--- src/rtl/vga_timing_controller_if.sv ---
// Line-buffer fetch channel: one request per active line, acknowledged by a 1-clk pulse.
// The controller owns the request side; the line buffer answers with line_ack.
interface vga_timing_controller_if;
    logic       line_req;
    logic       line_ack;
    logic [9:0] line_num;
    logic       underrun;

    modport master (output line_req, output line_num, output underrun, input line_ack);
    modport slave  (input line_req, input line_num, input underrun, output line_ack);
endinterface

--- src/rtl/vga_timing_controller.sv ---
// VGA raster sequencer: pixel counters, registered sync/video decode, and a
// one-fetch-per-line request schedule with deadline/underrun reporting.
module vga_timing_controller #(
    parameter int H_ACTIVE = 640,
    parameter int H_FP     = 16,
    parameter int H_SYNC   = 96,
    parameter int H_BP     = 48,
    parameter int V_ACTIVE = 480,
    parameter int V_FP     = 10,
    parameter int V_SYNC   = 2,
    parameter int V_BP     = 33,
    parameter bit SYNC_POL = 1'b0
) (
    input  logic                           clk,
    input  logic                           reset,
    input  logic                           pix_en,
    input  logic                           enable,
    vga_timing_controller_if.master        fetch,
    output logic [9:0]                     pixel_x,
    output logic [9:0]                     pixel_y,
    output logic                           hsync,
    output logic                           vsync,
    output logic                           video_on,
    output logic                           frame_start
);
    localparam int H_TOTAL = H_ACTIVE + H_FP + H_SYNC + H_BP;
    localparam int V_TOTAL = V_ACTIVE + V_FP + V_SYNC + V_BP;

    localparam logic [9:0] H_MAX   = 10'(H_TOTAL - 1);
    localparam logic [9:0] V_MAX   = 10'(V_TOTAL - 1);
    localparam logic [9:0] H_ACT   = 10'(H_ACTIVE);
    localparam logic [9:0] V_ACT   = 10'(V_ACTIVE);
    localparam logic [9:0] H_FETCH = 10'(H_ACTIVE - 1);
    localparam logic [9:0] HS_BEG  = 10'(H_ACTIVE + H_FP);
    localparam logic [9:0] HS_END  = 10'(H_ACTIVE + H_FP + H_SYNC);
    localparam logic [9:0] VS_BEG  = 10'(V_ACTIVE + V_FP);
    localparam logic [9:0] VS_END  = 10'(V_ACTIVE + V_FP + V_SYNC);

    typedef enum logic [1:0] {IDLE, PRIME, RUN, DRAIN} state_t;

    state_t     state_q, state_d;
    logic [9:0] x_q, x_d, y_q, y_d;
    logic [9:0] num_q, num_d;
    logic       req_q, req_d, und_q, und_d, fs_q, fs_d;
    logic       hsync_q, hsync_d, vsync_q, vsync_d, video_q, video_d;
    logic       x_wrap, y_last, scanning_d;
    logic [9:0] y_next;

    always_comb begin
        state_d = state_q;
        x_d     = x_q;
        y_d     = y_q;
        req_d   = req_q;
        num_d   = num_q;
        und_d   = 1'b0;
        fs_d    = 1'b0;
        x_wrap  = (x_q == H_MAX);
        y_last  = (y_q == V_MAX);
        y_next  = y_last ? 10'd0 : y_q + 10'd1;

        case (state_q)
            IDLE: begin
                if (enable) begin
                    state_d = PRIME;
                    req_d   = 1'b1;
                    num_d   = 10'd0;
                end
            end
            PRIME: begin
                if (!enable) begin
                    state_d = IDLE;
                    req_d   = 1'b0;
                end else if (fetch.line_ack) begin
                    state_d = RUN;
                    req_d   = 1'b0;
                    fs_d    = 1'b1;
                end
            end
            default: begin
                // An ack landing on the deadline edge still counts as delivered.
                if (req_q && fetch.line_ack) begin
                    req_d = 1'b0;
                end else if (req_q && pix_en && x_wrap) begin
                    req_d = 1'b0;
                    und_d = 1'b1;
                end
                if (pix_en) begin
                    x_d = x_wrap ? 10'd0 : x_q + 10'd1;
                    if (x_wrap) y_d = y_next;
                    if (state_q == RUN && x_q == H_FETCH && y_next < V_ACT) begin
                        req_d = 1'b1;
                        num_d = y_next;
                    end
                    if (x_wrap && y_last) begin
                        if (state_q == DRAIN) state_d = IDLE;
                        else                  fs_d    = 1'b1;
                    end
                end
                if (state_q == RUN && !enable) state_d = DRAIN;
            end
        endcase

        // Decode the count being loaded so the syncs line up with pixel_x/pixel_y.
        scanning_d = (state_d == RUN) || (state_d == DRAIN);
        hsync_d    = ~SYNC_POL;
        vsync_d    = ~SYNC_POL;
        if (scanning_d && x_d >= HS_BEG && x_d < HS_END) hsync_d = SYNC_POL;
        if (scanning_d && y_d >= VS_BEG && y_d < VS_END) vsync_d = SYNC_POL;
        video_d = (state_d == RUN) && (x_d < H_ACT) && (y_d < V_ACT);
    end

    always_ff @(posedge clk) begin
        if (reset) begin
            state_q <= IDLE;
            x_q     <= '0;
            y_q     <= '0;
            req_q   <= 1'b0;
            num_q   <= '0;
            und_q   <= 1'b0;
            fs_q    <= 1'b0;
            hsync_q <= ~SYNC_POL;
            vsync_q <= ~SYNC_POL;
            video_q <= 1'b0;
        end else begin
            state_q <= state_d;
            x_q     <= x_d;
            y_q     <= y_d;
            req_q   <= req_d;
            num_q   <= num_d;
            und_q   <= und_d;
            fs_q    <= fs_d;
            hsync_q <= hsync_d;
            vsync_q <= vsync_d;
            video_q <= video_d;
        end
    end

    assign pixel_x        = x_q;
    assign pixel_y        = y_q;
    assign hsync          = hsync_q;
    assign vsync          = vsync_q;
    assign video_on       = video_q;
    assign frame_start    = fs_q;
    assign fetch.line_req = req_q;
    assign fetch.line_num = num_q;
    assign fetch.underrun = und_q;
endmodule

--- src/flat_wrapper.sv ---
// flat-port wrapper written by rule: the top's interface ports become plain ports
module vga_timing_controller_flat 
#(
    parameter int H_ACTIVE = 640,
    parameter int H_FP     = 16,
    parameter int H_SYNC   = 96,
    parameter int H_BP     = 48,
    parameter int V_ACTIVE = 480,
    parameter int V_FP     = 10,
    parameter int V_SYNC   = 2,
    parameter int V_BP     = 33,
    parameter bit SYNC_POL = 1'b0
)
  (clk, reset, pix_en, enable, pixel_x, pixel_y, hsync, vsync, video_on, frame_start, fetch_line_req, fetch_line_num, fetch_underrun, fetch_line_ack);
  vga_timing_controller_if fetch_i ();
  input  logic clk;
  input  logic reset;
  input  logic pix_en;
  input  logic enable;
  output logic [9:0] pixel_x;
  output logic [9:0] pixel_y;
  output logic hsync;
  output logic vsync;
  output logic video_on;
  output logic frame_start;
  output wire logic [$bits(fetch_i.line_req)-1:0] fetch_line_req;
  output wire logic [$bits(fetch_i.line_num)-1:0] fetch_line_num;
  output wire logic [$bits(fetch_i.underrun)-1:0] fetch_underrun;
  input wire logic [$bits(fetch_i.line_ack)-1:0] fetch_line_ack;
  assign fetch_line_req = fetch_i.line_req;
  assign fetch_line_num = fetch_i.line_num;
  assign fetch_underrun = fetch_i.underrun;
  assign fetch_i.line_ack = fetch_line_ack;
  vga_timing_controller #(.H_ACTIVE(H_ACTIVE), .H_FP(H_FP), .H_SYNC(H_SYNC), .H_BP(H_BP), .V_ACTIVE(V_ACTIVE), .V_FP(V_FP), .V_SYNC(V_SYNC), .V_BP(V_BP), .SYNC_POL(SYNC_POL)) u_core (.clk(clk), .reset(reset), .pix_en(pix_en), .enable(enable), .fetch(fetch_i), .pixel_x(pixel_x), .pixel_y(pixel_y), .hsync(hsync), .vsync(vsync), .video_on(video_on), .frame_start(frame_start));
endmodule
--- config.mk ---
export PLATFORM = sky130hd
export DESIGN_NAME = vga_timing_controller_flat
export DESIGN_NICKNAME = d
export VERILOG_FILES = /design/src/rtl/vga_timing_controller_if.sv /design/src/rtl/vga_timing_controller.sv /design/src/flat_wrapper.sv
export SDC_FILE = /design/constraint.sdc
export NUM_CORES = 1
export LEC_CHECK = 0
export CAP_MARGIN = 20
export CORE_ASPECT_RATIO = 0.5
export CORE_UTILIZATION = 51
export DETAILED_ROUTE_END_ITERATION = 16
export HOLD_SLACK_MARGIN = 0.08
export MAX_ROUTING_LAYER = met4
export PLACE_DENSITY = 0.79
export SLEW_MARGIN = 20
export SYNTH_ARGS = -nofsm -noshare
export SYNTH_HDL_FRONTEND = slang
export SYNTH_SLANG_ARGS = --single-unit
--- constraint.sdc ---
create_clock -name clk -period 3 [get_ports clk]
set_input_delay 0.9 -clock clk [delete_from_list [all_inputs] [get_ports clk]]
set_output_delay 0.9 -clock clk [all_outputs]
set_load 0.02 [all_outputs]
==> flow_summary.ini <==
[synthesis]
syn_area_mm2 = 0.00208
synth_edf_count = 0
avgSynthCellArea_um2 = 8.48
async_reset_ff_frac = 0
synth_seq_cells = 38
syn_nets = 253
synth_ff_type = dfxtp_1
yosysWarnings = 0
synthCells = 245
ys_seq_area_frac = 0.366
synthTopCellsByArea = dfxtp_1 (37%), nand2_1 (6.0%), xor2_1 (5.9%)
ys_types = 49
synth_top_area_share = 0.366
synth_largest_area_cell = dfxtp_1

[drt]
drt-initial-drc-count = 158
wire_per_inst_um = 14.8
via_count = 1970
drtAntennaViolNets = 0
vias_per_cell = 5.79
wirelength_um = 5040
drt_first_pass_iters = 5
drc = 0

[placement]
pre_cts_ws_ns = 0.0427
io_buffers = 40
placed_area_mm2 = 0.00253
gp_congestion = 0.926
dp_hpwl_um = 3680

[clock_network]
cts_sinks = 38
post_cts_buffers = 0
htree_levels = 2
clock_path_buffers = 2
clk_latency_ns = 0.29
cts_buffers = 5
cts_tree = yes
post_cts_resized = 0
cts.hold.buffers_added = 0
cts.root.buffer_cell = clkbuf_8
path_clk_slew_ns = 0.07

[critical_path]
r2r_cells = 5
reg2reg_slack_ns = 0.75
crit_path_start_kind = input pin
r2r_start = u_core.pixel_x[8]$_SDFF_PP0_
end_kind = flip-flop
arrival_ns = 2.82
worstPathRequired_ns = 3.16
crit_type = in2reg
r2r_end = u_core.vsync$_SDFF_PP1_
critical_path.startpoint = pix_en
cp-endpoint = u_core.vsync$_SDFF_PP1_
crit_fanout = 3

[sta]
finalCritPeriodShare = 0.886
skew_ns = 0.00426
finalMaxSlewViolations = 0
setup_violations = 0
setup_ws_ns = 0.342
hold_ws_ns = 0.428
post-route-min-period_ns = 2.66
max_freq_ghz = 0.376
finalHoldViolCount = 0
setup_tns_ns = 0
rsz0062_at_grt = no
worst_pin_slew_ns = 0.577
maxSlewHeadroom = 0.614

[global_route]
grtUsageTotal = 0.264
grt_pass1_vias = 1717
grt_max_degree = 24
grt-ovfl-total = 0
antenna_found_initial = 0
grt_pass1_wl_um = 8300

[die]
die_x_um = 92.3
ios = 41
std_cell_rows = 15
die_area_mm2 = 0.00435
initial_core_util = 0.568
die_h_um = 47.1
core_mm2 = 0.00366

[cells_and_area]
final_area_mm2 = 0.00262
area_growth_pct = 26.3
fin_nets = 296
final_cell_mix = clkdlybuf4s50_1 (40), dfxtp_1 (38), nand2_1 (33), nor2_1 (22), xor2_1 (14)
diodes = 0
final_common_cell = clkdlybuf4s50_1
drive_gt1_frac = 0.0796

[status]
status = finished, final reports clean

[job]
drv_cap = 0

[pwr]
p_leak_nw = 0.889
p_per_area_mw_per_mm2 = 347
vdd_ir_drop_max_uv = 247
finalPower_mw = 0.910

[worst_hold_path]
worstHoldPathType = reg2reg
## worst min path at each step
stage | from | endpoint | slack [ns] | depth (start not counted)
after floorplan | u_core.fetch.line_num[9]$_SDFFE_PP0P_ | u_core.fetch.line_num[9]$_SDFFE_PP0P_ | 0.51 | 2
after global placement | u_core.fetch.line_num[9]$_SDFFE_PP0P_ | u_core.fetch.line_num[9]$_SDFFE_PP0P_ | 0.42 | 2
after detailed placement | u_core.fetch.line_num[9]$_SDFFE_PP0P_ | u_core.fetch.line_num[9]$_SDFFE_PP0P_ | 0.42 | 2
after CTS | u_core.fetch.line_num[9]$_SDFFE_PP0P_ | u_core.fetch.line_num[9]$_SDFFE_PP0P_ | 0.43 | 2
after global routing | u_core.fetch.line_num[9]$_SDFFE_PP0P_ | u_core.fetch.line_num[9]$_SDFFE_PP0P_ | 0.45 | 2
final | u_core.fetch.line_num[9]$_SDFFE_PP0P_ | u_core.fetch.line_num[9]$_SDFFE_PP0P_ | 0.43 | 2
## kinds of logic after synthesis
group	share of synthesized area
adder cells (fa/ha/maj)	0.0181
buffers and inverters	0.0404
AO/OA/AOI/OAI	0.123
XOR/XNOR	0.0843
flip-flops	0.366
multiplexers	0.0482
AND/OR/NAND/NOR	0.320
## metal layers
layer  GRT usage  routed length [um]
met1       0.340                2460
met2       0.424                2220
met3      0.0502                 308
met4       0.103                  57
met5           -                   0
## power by group
group / switching [mW] / leakage (nW) / internal (mW)
Combinational: 0.0232 / 0.534 / 0.0172
Sequential: 0.00638 / 0.307 / 0.508
Clock: 0.170 / 0.0482 / 0.185
Total: 0.199 / 0.889 / 0.710
## sequential cells by signal (all words and copies together), names as in the netlist
signal / count
u_core.fetch.line_num: 10
u_core.pixel_x: 10
u_core.pixel_y: 10
u_core.state_q: 2
u_core.fetch.line_req: 1
u_core.fetch.underrun: 1
u_core.frame_start: 1
u_core.hsync: 1
u_core.video_on: 1
u_core.vsync: 1
## worst max-delay path, stage by stage
cell and delay, ns:
clkdlybuf4s50_1 0.50, nand4_1 0.15, or4b_4 0.59, or3b_1 0.39, a21oi_1 0.17, nand4_1 0.11
## area by class of cell
type / count / area [um2]
timing repair buffer: 48 / 460
inverter: 4 / 15.0
fill: 327 / 1040
multi-input combinational: 191 / 1230
sequential: 38 / 761
clock inverter: 1 / 5.00
clock buffer: 7 / 86.3
tap: 51 / 63.8
## through the flow
step / instances / utilization
finish: 340 / 0.717
floorplan: 245 / -
global route: 340 / 0.717
CTS: 340 / 0.717
global placement: 332 / 0.692
detailed placement: 332 / 0.692
## cell usage after synthesis (all sizes together) (3+ instances only)
master	instances
nand4	7
xor2	14
o211ai	3
a31oi	4
ha	3
nand2	33
mux2i	10
nand2b	6
clkbuf	5
or3b	3
nor4	4
buf	7
nor2	22
a21oi	12
nand3	9
xnor2	6
nor3	9
o21a	3
inv	4
dfxtp	38
or3	7
o21ai	6
and4	5
Power figures use the tool's default switching activity.
